## src/rtl/matvec_pkg.sv

```systemverilog
// Shared types and default dimensions for the matrix-vector engine.
package matvec_pkg;

   typedef enum logic [1:0] {
      IDLE = 2'd0,
      RUN  = 2'd1,
      DONE = 2'd2
   } state_t;

   localparam int DEF_ROWS = 8;
   localparam int DEF_COLS = 8;
   localparam int DEF_DW   = 8;
   localparam int DEF_ACCW = 24;

endpackage

```

## src/rtl/matvec_mac_lane.sv

```systemverilog
// One multiply-accumulate lane: acc += a*b each enabled cycle, with a sticky
// overflow flag that follows the selected signed/unsigned interpretation.
module matvec_mac_lane
   import matvec_pkg::*;
#(
   parameter int DW   = DEF_DW,
   parameter int ACCW = DEF_ACCW
) (
   input  logic            clk,
   input  logic            rst,
   input  logic            clr,
   input  logic            en,
   input  logic            signed_mode,
   input  logic [DW-1:0]   a,
   input  logic [DW-1:0]   b,
   output logic [ACCW-1:0] acc,
   output logic            ovf
);

   localparam int PW = 2 * DW;

   logic [PW-1:0]   a_x, b_x, prod;
   logic [ACCW-1:0] prod_x, acc_q, acc_d;
   logic [ACCW:0]   sum;
   logic            ovf_q, ovf_now;

   // NOTE: combinational logic uses blocking assignments so later lines see
   // the values computed above them within the same evaluation.
   always_comb begin
      if (signed_mode) begin
         a_x = PW'($signed(a));
         b_x = PW'($signed(b));
      end else begin
         a_x = PW'(a);
         b_x = PW'(b);
      end
      // The low PW bits of the extended-operand product are exact in both modes.
      prod = a_x * b_x;
      if (signed_mode) prod_x = ACCW'($signed(prod));
      else             prod_x = ACCW'(prod);
      sum   = {1'b0, acc_q} + {1'b0, prod_x};
      acc_d = sum[ACCW-1:0];
      if (signed_mode)
         ovf_now = (acc_q[ACCW-1] == prod_x[ACCW-1]) && (acc_d[ACCW-1] != acc_q[ACCW-1]);
      else
         ovf_now = sum[ACCW];
   end

   // NOTE: sequential state uses non-blocking assignments so every register
   // samples the pre-edge values regardless of statement order.
   always_ff @(posedge clk) begin
      if (rst || clr) begin
         acc_q <= '0;
         ovf_q <= 1'b0;
      end else if (en) begin
         acc_q <= acc_d;
         if (ovf_now) ovf_q <= 1'b1;
      end
   end

   assign acc = acc_q;
   assign ovf = ovf_q;

endmodule

```

## src/rtl/matvec_engine.sv

```systemverilog
// ROWS-lane matrix-vector engine: consumes one column of A per RUN cycle and
// leaves C = A x B on results while done is high.
module matvec_engine
   import matvec_pkg::*;
#(
   parameter int ROWS = DEF_ROWS,
   parameter int COLS = DEF_COLS,
   parameter int DW   = DEF_DW,
   parameter int ACCW = DEF_ACCW
) (
   input  logic                    clk,
   input  logic                    rst,
   input  logic                    Clr,
   input  logic                    a_wr_en,
   input  logic [$clog2(ROWS)-1:0] a_row,
   input  logic [$clog2(COLS)-1:0] a_col,
   input  logic [DW-1:0]           a_data,
   input  logic                    b_wr_en,
   input  logic [$clog2(COLS)-1:0] b_idx,
   input  logic [DW-1:0]           b_data,
   input  logic                    signed_mode,
   input  logic                    start,
   output logic                    busy,
   output logic                    done,
   output logic                    ovf,
   output logic [ACCW-1:0]         results [0:ROWS-1]
);

   localparam int CW = $clog2(COLS);

   state_t          state_q;
   logic [CW-1:0]   col_cnt_q;
   logic            mode_q, busy_q, done_q;
   logic [DW-1:0]   a_mem_q [ROWS][COLS];
   logic [DW-1:0]   b_mem_q [COLS];

   logic            accept, lane_clr, lane_en;
   logic [DW-1:0]   b_sel;
   logic [ROWS-1:0] lane_ovf;

   // Clr outranks start; a start while RUN is simply not accepted.
   assign accept   = start && !Clr && (state_q != RUN);
   assign lane_clr = Clr || accept;
   assign lane_en  = (state_q == RUN);
   assign b_sel    = b_mem_q[col_cnt_q];

   always_ff @(posedge clk) begin
      if (rst) begin
         state_q   <= IDLE;
         col_cnt_q <= '0;
         mode_q    <= 1'b0;
         busy_q    <= 1'b0;
         done_q    <= 1'b0;
      end else if (Clr) begin
         state_q   <= IDLE;
         col_cnt_q <= '0;
         busy_q    <= 1'b0;
         done_q    <= 1'b0;
      end else begin
         case (state_q)
            IDLE, DONE: begin
               if (start) begin
                  state_q   <= RUN;
                  col_cnt_q <= '0;
                  mode_q    <= signed_mode;
                  busy_q    <= 1'b1;
                  done_q    <= 1'b0;
               end
            end
            RUN: begin
               if (col_cnt_q == CW'(COLS - 1)) begin
                  state_q   <= DONE;
                  col_cnt_q <= '0;
                  busy_q    <= 1'b0;
                  done_q    <= 1'b1;
               end else begin
                  col_cnt_q <= col_cnt_q + CW'(1);
               end
            end
            default: state_q <= IDLE;
         endcase
      end
   end

   // NOTE: operand storage is reset element by element so a job started right
   // after reset multiplies zeros; this rules out a RAM macro for A and B.
   always_ff @(posedge clk) begin
      if (rst) begin
         for (int r = 0; r < ROWS; r++)
            for (int c = 0; c < COLS; c++)
               a_mem_q[r][c] <= '0;
         for (int c = 0; c < COLS; c++)
            b_mem_q[c] <= '0;
      end else if (state_q != RUN) begin
         if (a_wr_en) a_mem_q[a_row][a_col] <= a_data;
         if (b_wr_en) b_mem_q[b_idx] <= b_data;
      end
   end

   for (genvar r = 0; r < ROWS; r++) begin : g_lane
      matvec_mac_lane #(
         .DW   (DW),
         .ACCW (ACCW)
      ) u_lane (
         .clk         (clk),
         .rst         (rst),
         .clr         (lane_clr),
         .en          (lane_en),
         .signed_mode (mode_q),
         .a           (a_mem_q[r][col_cnt_q]),
         .b           (b_sel),
         .acc         (results[r]),
         .ovf         (lane_ovf[r])
      );
   end

   assign busy = busy_q;
   assign done = done_q;
   assign ovf  = |lane_ovf;

endmodule
```

## config.mk

```make
export PLATFORM = sky130hd
export DESIGN_NAME = matvec_engine
export DESIGN_NICKNAME = d
export VERILOG_FILES = /design/src/rtl/matvec_pkg.sv /design/src/rtl/matvec_mac_lane.sv /design/src/rtl/matvec_engine.sv
export SDC_FILE = /design/constraint.sdc
export NUM_CORES = 2
export LEC_CHECK = 0
export BUFFER_PORTS_ARGS = -buffer_cell sky130_fd_sc_hd__buf_2
export CAP_MARGIN = 20
export CORE_MARGIN = 1.5
export CORE_UTILIZATION = 32
export DETAILED_ROUTE_END_ITERATION = 6
export HOLD_SLACK_MARGIN = 0.15
export PLACE_DENSITY = 0.47
export SLEW_MARGIN = 40
export SYNTH_ARGS = -nofsm -noshare
export SYNTH_HDL_FRONTEND = slang
export SYNTH_SLANG_ARGS = --single-unit
```

## constraint.sdc

```tcl
create_clock -name clk -period 13.4 [get_ports clk]
set_input_delay 0.67 -clock clk [delete_from_list [all_inputs] [get_ports clk]]
set_output_delay 0.67 -clock clk [all_outputs]
set_load 0.05 [all_outputs]
```

==> summary.md <==
| Metric | Value |
|---|---|
| Slew @ Worst Pin | roughly 840 ps |
| Final Util | 35.40% |
| Crit share post-route | 81.17% |
| CTS Buf Count | 91 |
| Hold_sp | signed_mode |
| Number of flops mapped to enable cells by yosys | roughly 580 |
| Clock Latency Late Sink | between 700 and 800 ps |
| Via count | 49,410 |
| Register area | 21,530 um^2 |
| Slew headroom | a little over two fifths |
| Post-synth cell types | 84 |
| Hold Crit Endpoint | mode_q$_SDFFE_PP0P_ |
| Clk Tree Root Cell | clkbuf_16 |
| Hold-fix buffers at CTS | 0 |
| Syn avg cell area | a little under 10 um^2 |
| DIE HEIGHT | 472.4 um |
| Starting Density | 32.15% |
| Worst-path clk slew | 60 ps |
| Critical Path Most Common Cell | inv_1 |
| CTS tree | yes |
| Pwr Total | between 7 and 8 mW |
| Clock sinks | 787 |
| # rows | roughly 170 |
| Vias in the first global route | approximately 50,000 |
| Total global routing overflow | 0 |
| Critical-path top delay cell | mux4_2 |
| Final Skew | 48.96 ps |
| Cell Int Power | 5.062 mW |
| Crit path DAT | between 10,000 and 15,000 ps |
| Final wirelength | 193,600 um |
| CORE AREA | 219,300 um^2 |
| Status | finished clean |
| Kind of critical path | reg -> reg |
| Detailed placement HPWL | 141,700 um |
| Max-slew violations | 0 |
| First-pass GRT wire length | ~300,000 um |
| Final setup TNS | 0 ps |
| Final setup vio count | 0 |
| Max Clock Freq | 91.94 MHz |
| Number of max-cap violations | 0 |
| Largest net degree at the start of global routing | between 90 and 100 |
| Initial antenna violation count | 17 |
| Hold path cells | 3 |
| Antenna-violating nets left | 0 |
| Top Ports | between 200 and 250 |
| Drt via density | about 4.8 |
| Die ar. | 223,200 um^2 |
| Cells after Synth | 7,193 |
| DRT Pass-1 Iters | 6 |
| RR Endpoint | g_lane[4].u_lane.ovf$_SDFFE_PP0P_ |
| Input/output buffers | 226 |
| Clock Path Buffers | 3 |
| Power Density | 100.5 nW/um^2 |
| #FFs+latches synth | 787 |
| Post-CTS sizing | 0 |
| M2 GR Usage | 27.06% |
| Post-CTS Repair Setup Buffers | 0 |
| Sw frac | 35.08% |
| Final min period | 10,880 ps |
| Pre-CTS setup slack | 2365 ps |
| Wire per inst | 18.92 um |
| CTS H-tree lvls | 3 |
| Synth-to-layout area growth | 10.10% |
| GR peak layer | met2 |
| Flop pwr share | 34.8% |
| Worst Path Max Fanout | 34 |
| Crit start category | flop |
| Tot GR Track Use | 17.30% |
| Combinational share of power | 33.6% |
| Final setup margin | 2523 ps |
| Mapped Area | 70,510 um^2 |
| Clock power share | a little under a third |
| Share of post-route cells with drive strength above 1 | 10.71% |
| Critical Path Max Stage Delay | ~610 ps |
| Met3 Use GR | 2.329% |
| Routability Congestion | 0.8550 |
| VDD IR max | between 0.00009 and 0.0001 V |
| Critical Path RT | 13,970 ps |
| Reg2Reg Setup Slack | 2520 ps |
| Syn nets | around 8,400 |
| Leakage Power | roughly 34 nW |
| Register area share after synthesis | between 30 and 40% |
| Final net count | about 8,500 |
| M1 GR Usage | 25.38% |
| DR DRC count | 0 |
| Synth Warn # | 0 |
| Ys async rst share | 0% |
| Fin. Hold Viols | 0 |
| RSZ-0062 raised after global routing | false |
| Crit path capture type | flop |
| Die Width | between 400 and 500 um |
| Hold Path Class | in -> reg |
| Top_reg_cell synth | edfxtp_1 |
| Commonest non-fill, non-tap cell in the layout | inv_1 |
| Initial DRC count | ~3,000 |
| Commonest non-fill, non-tap cells in the layout | inv_1 (991), nor2_1 (802), ha_1 (634) |
| Fillcell total | 22,111 |
| Multi-input gate area | 44,060 um^2 |
| Cells on worst reg2reg path | 37 |
| Sw power | about 2.7 mW |
## area by class of cell
class | count | share of cell area (%)
clock buffers | 119 | 3.151
repair buffers | 307 | 2.347
inverters | 992 | 4.798
flip-flops and latches | 787 | 27.74
diodes | 1 | 0.003224
multi-input cells | 5106 | 56.77
clock inverters | 46 | 0.5690
well taps | 2871 | 4.628
## synthesized netlist by cell type, types with 9 or more instances
master | instances | share of area (%)
o211ai_1 | 12 | 0.13
edfxtp_1 | 576 | 25
mux4_2 | 96 | 3.1
a211oi_1 | 51 | 0.54
buf_6 | 15 | 0.24
o21a_1 | 35 | 0.37
xor2_1 | 97 | 1.2
nand3_1 | 71 | 0.50
or3_1 | 48 | 0.43
mux2i_1 | 116 | 1.6
inv_1 | 991 | 5.3
a211o_1 | 10 | 0.12
nor2b_1 | 37 | 0.33
clkbuf_1 | 232 | 1.2
buf_4 | 19 | 0.20
dfxtp_1 | 211 | 6.0
and3_1 | 19 | 0.17
o21ai_1 | 11 | 0.078
xnor2_1 | 311 | 3.9
nor3_1 | 83 | 0.59
nand2b_1 | 40 | 0.35
a2111oi_0 | 10 | 0.12
o21bai_1 | 29 | 0.31
and2_1 | 602 | 5.3
or2_2 | 181 | 1.6
buf_2 | 28 | 0.20
o41ai_1 | 9 | 0.11
nand2_1 | 390 | 2.1
a21o_1 | 86 | 0.92
ha_1 | 634 | 11
a21oi_1 | 325 | 2.3
buf_1 | 12 | 0.064
nand4_1 | 21 | 0.19
o31ai_1 | 32 | 0.34
a31oi_1 | 23 | 0.20
o21ai_0 | 169 | 1.2
nor2_1 | 804 | 4.3
mux2i_4 | 14 | 0.45
a22oi_1 | 55 | 0.59
fa_1 | 552 | 16
## registers in the layout, summed over array words and instances (netlist names), named ones only
| name | cells |
|---|---|
| g_lane.u_lane.acc | 192 |
| mode_q | 1 |
| state_q | 2 |
| a_mem_q | 512 |
| b_mem_q | 64 |
| col_cnt_q | 3 |
| done | 1 |
| g_lane.u_lane.ovf | 8 |
| busy | 1 |
## metal layers
metal	vias up	share of wire [%]	wire length (um)
met5	-	0.077	149
met4	28	1.6	3128
met3	181	4.6	8812
met2	887	44	85010
met1	24340	50	96460
li1	23974	-	-
## power by group through the flow
stage                     Combinational, mW  Sequential [mW]  Clock (mW)
after floorplan                        1.94             2.78           0
after global placement                 2.60             2.77           0
after detailed placement               2.61             2.77           0
after CTS                              2.64             2.72        2.54
after global routing                   2.98             2.72        2.62
final                                  2.62             2.72        2.46
## critical path: cells and delay by family (launching register included)
family	cells	cell delay (ps)
DFF	1	300
AOI/OAI and AO/OA	8	1990
adders and majority gates	8	3150
and+or+nand+nor	8	2040
xor gates and xnor gates	3	710
muxes	2	1220
buffers and inverters	8	1250
## worst max path at each step
stage | to
after floorplan | g_lane[2].u_lane.ovf$_SDFFE_PP0P_
after global placement | g_lane[4].u_lane.ovf$_SDFFE_PP0P_
after detailed placement | g_lane[5].u_lane.ovf$_SDFFE_PP0P_
after CTS | g_lane[5].u_lane.ovf$_SDFFE_PP0P_
after global routing | g_lane[4].u_lane.ovf$_SDFFE_PP0P_
final | g_lane[4].u_lane.ovf$_SDFFE_PP0P_
## kinds of logic after synthesis
| kind of cell | count (synthesis) | share of synthesized area (%) |
|---|---|---|
| and+or+nand+nor | 2329 | 16.21 |
| adders and majority gates | 1190 | 26.98 |
| buffers and inverters | 1300 | 7.256 |
| xor gates and xnor gates | 418 | 5.380 |
| muxes | 232 | 5.274 |
| DFF | 787 | 30.52 |
| AOI/OAI and AO/OA | 937 | 8.374 |
## per-stage QoR
step	std cells	hold slack, ps	area, um^2
finish	10229	245.5	77630
global route	10229	212.7	77630
CTS	10227	171.8	77580
detailed placement	10062	449.5	74700
global placement	10062	441.5	74660
floorplan	7193	444.6	70510
Power figures use the tool's default switching activity.
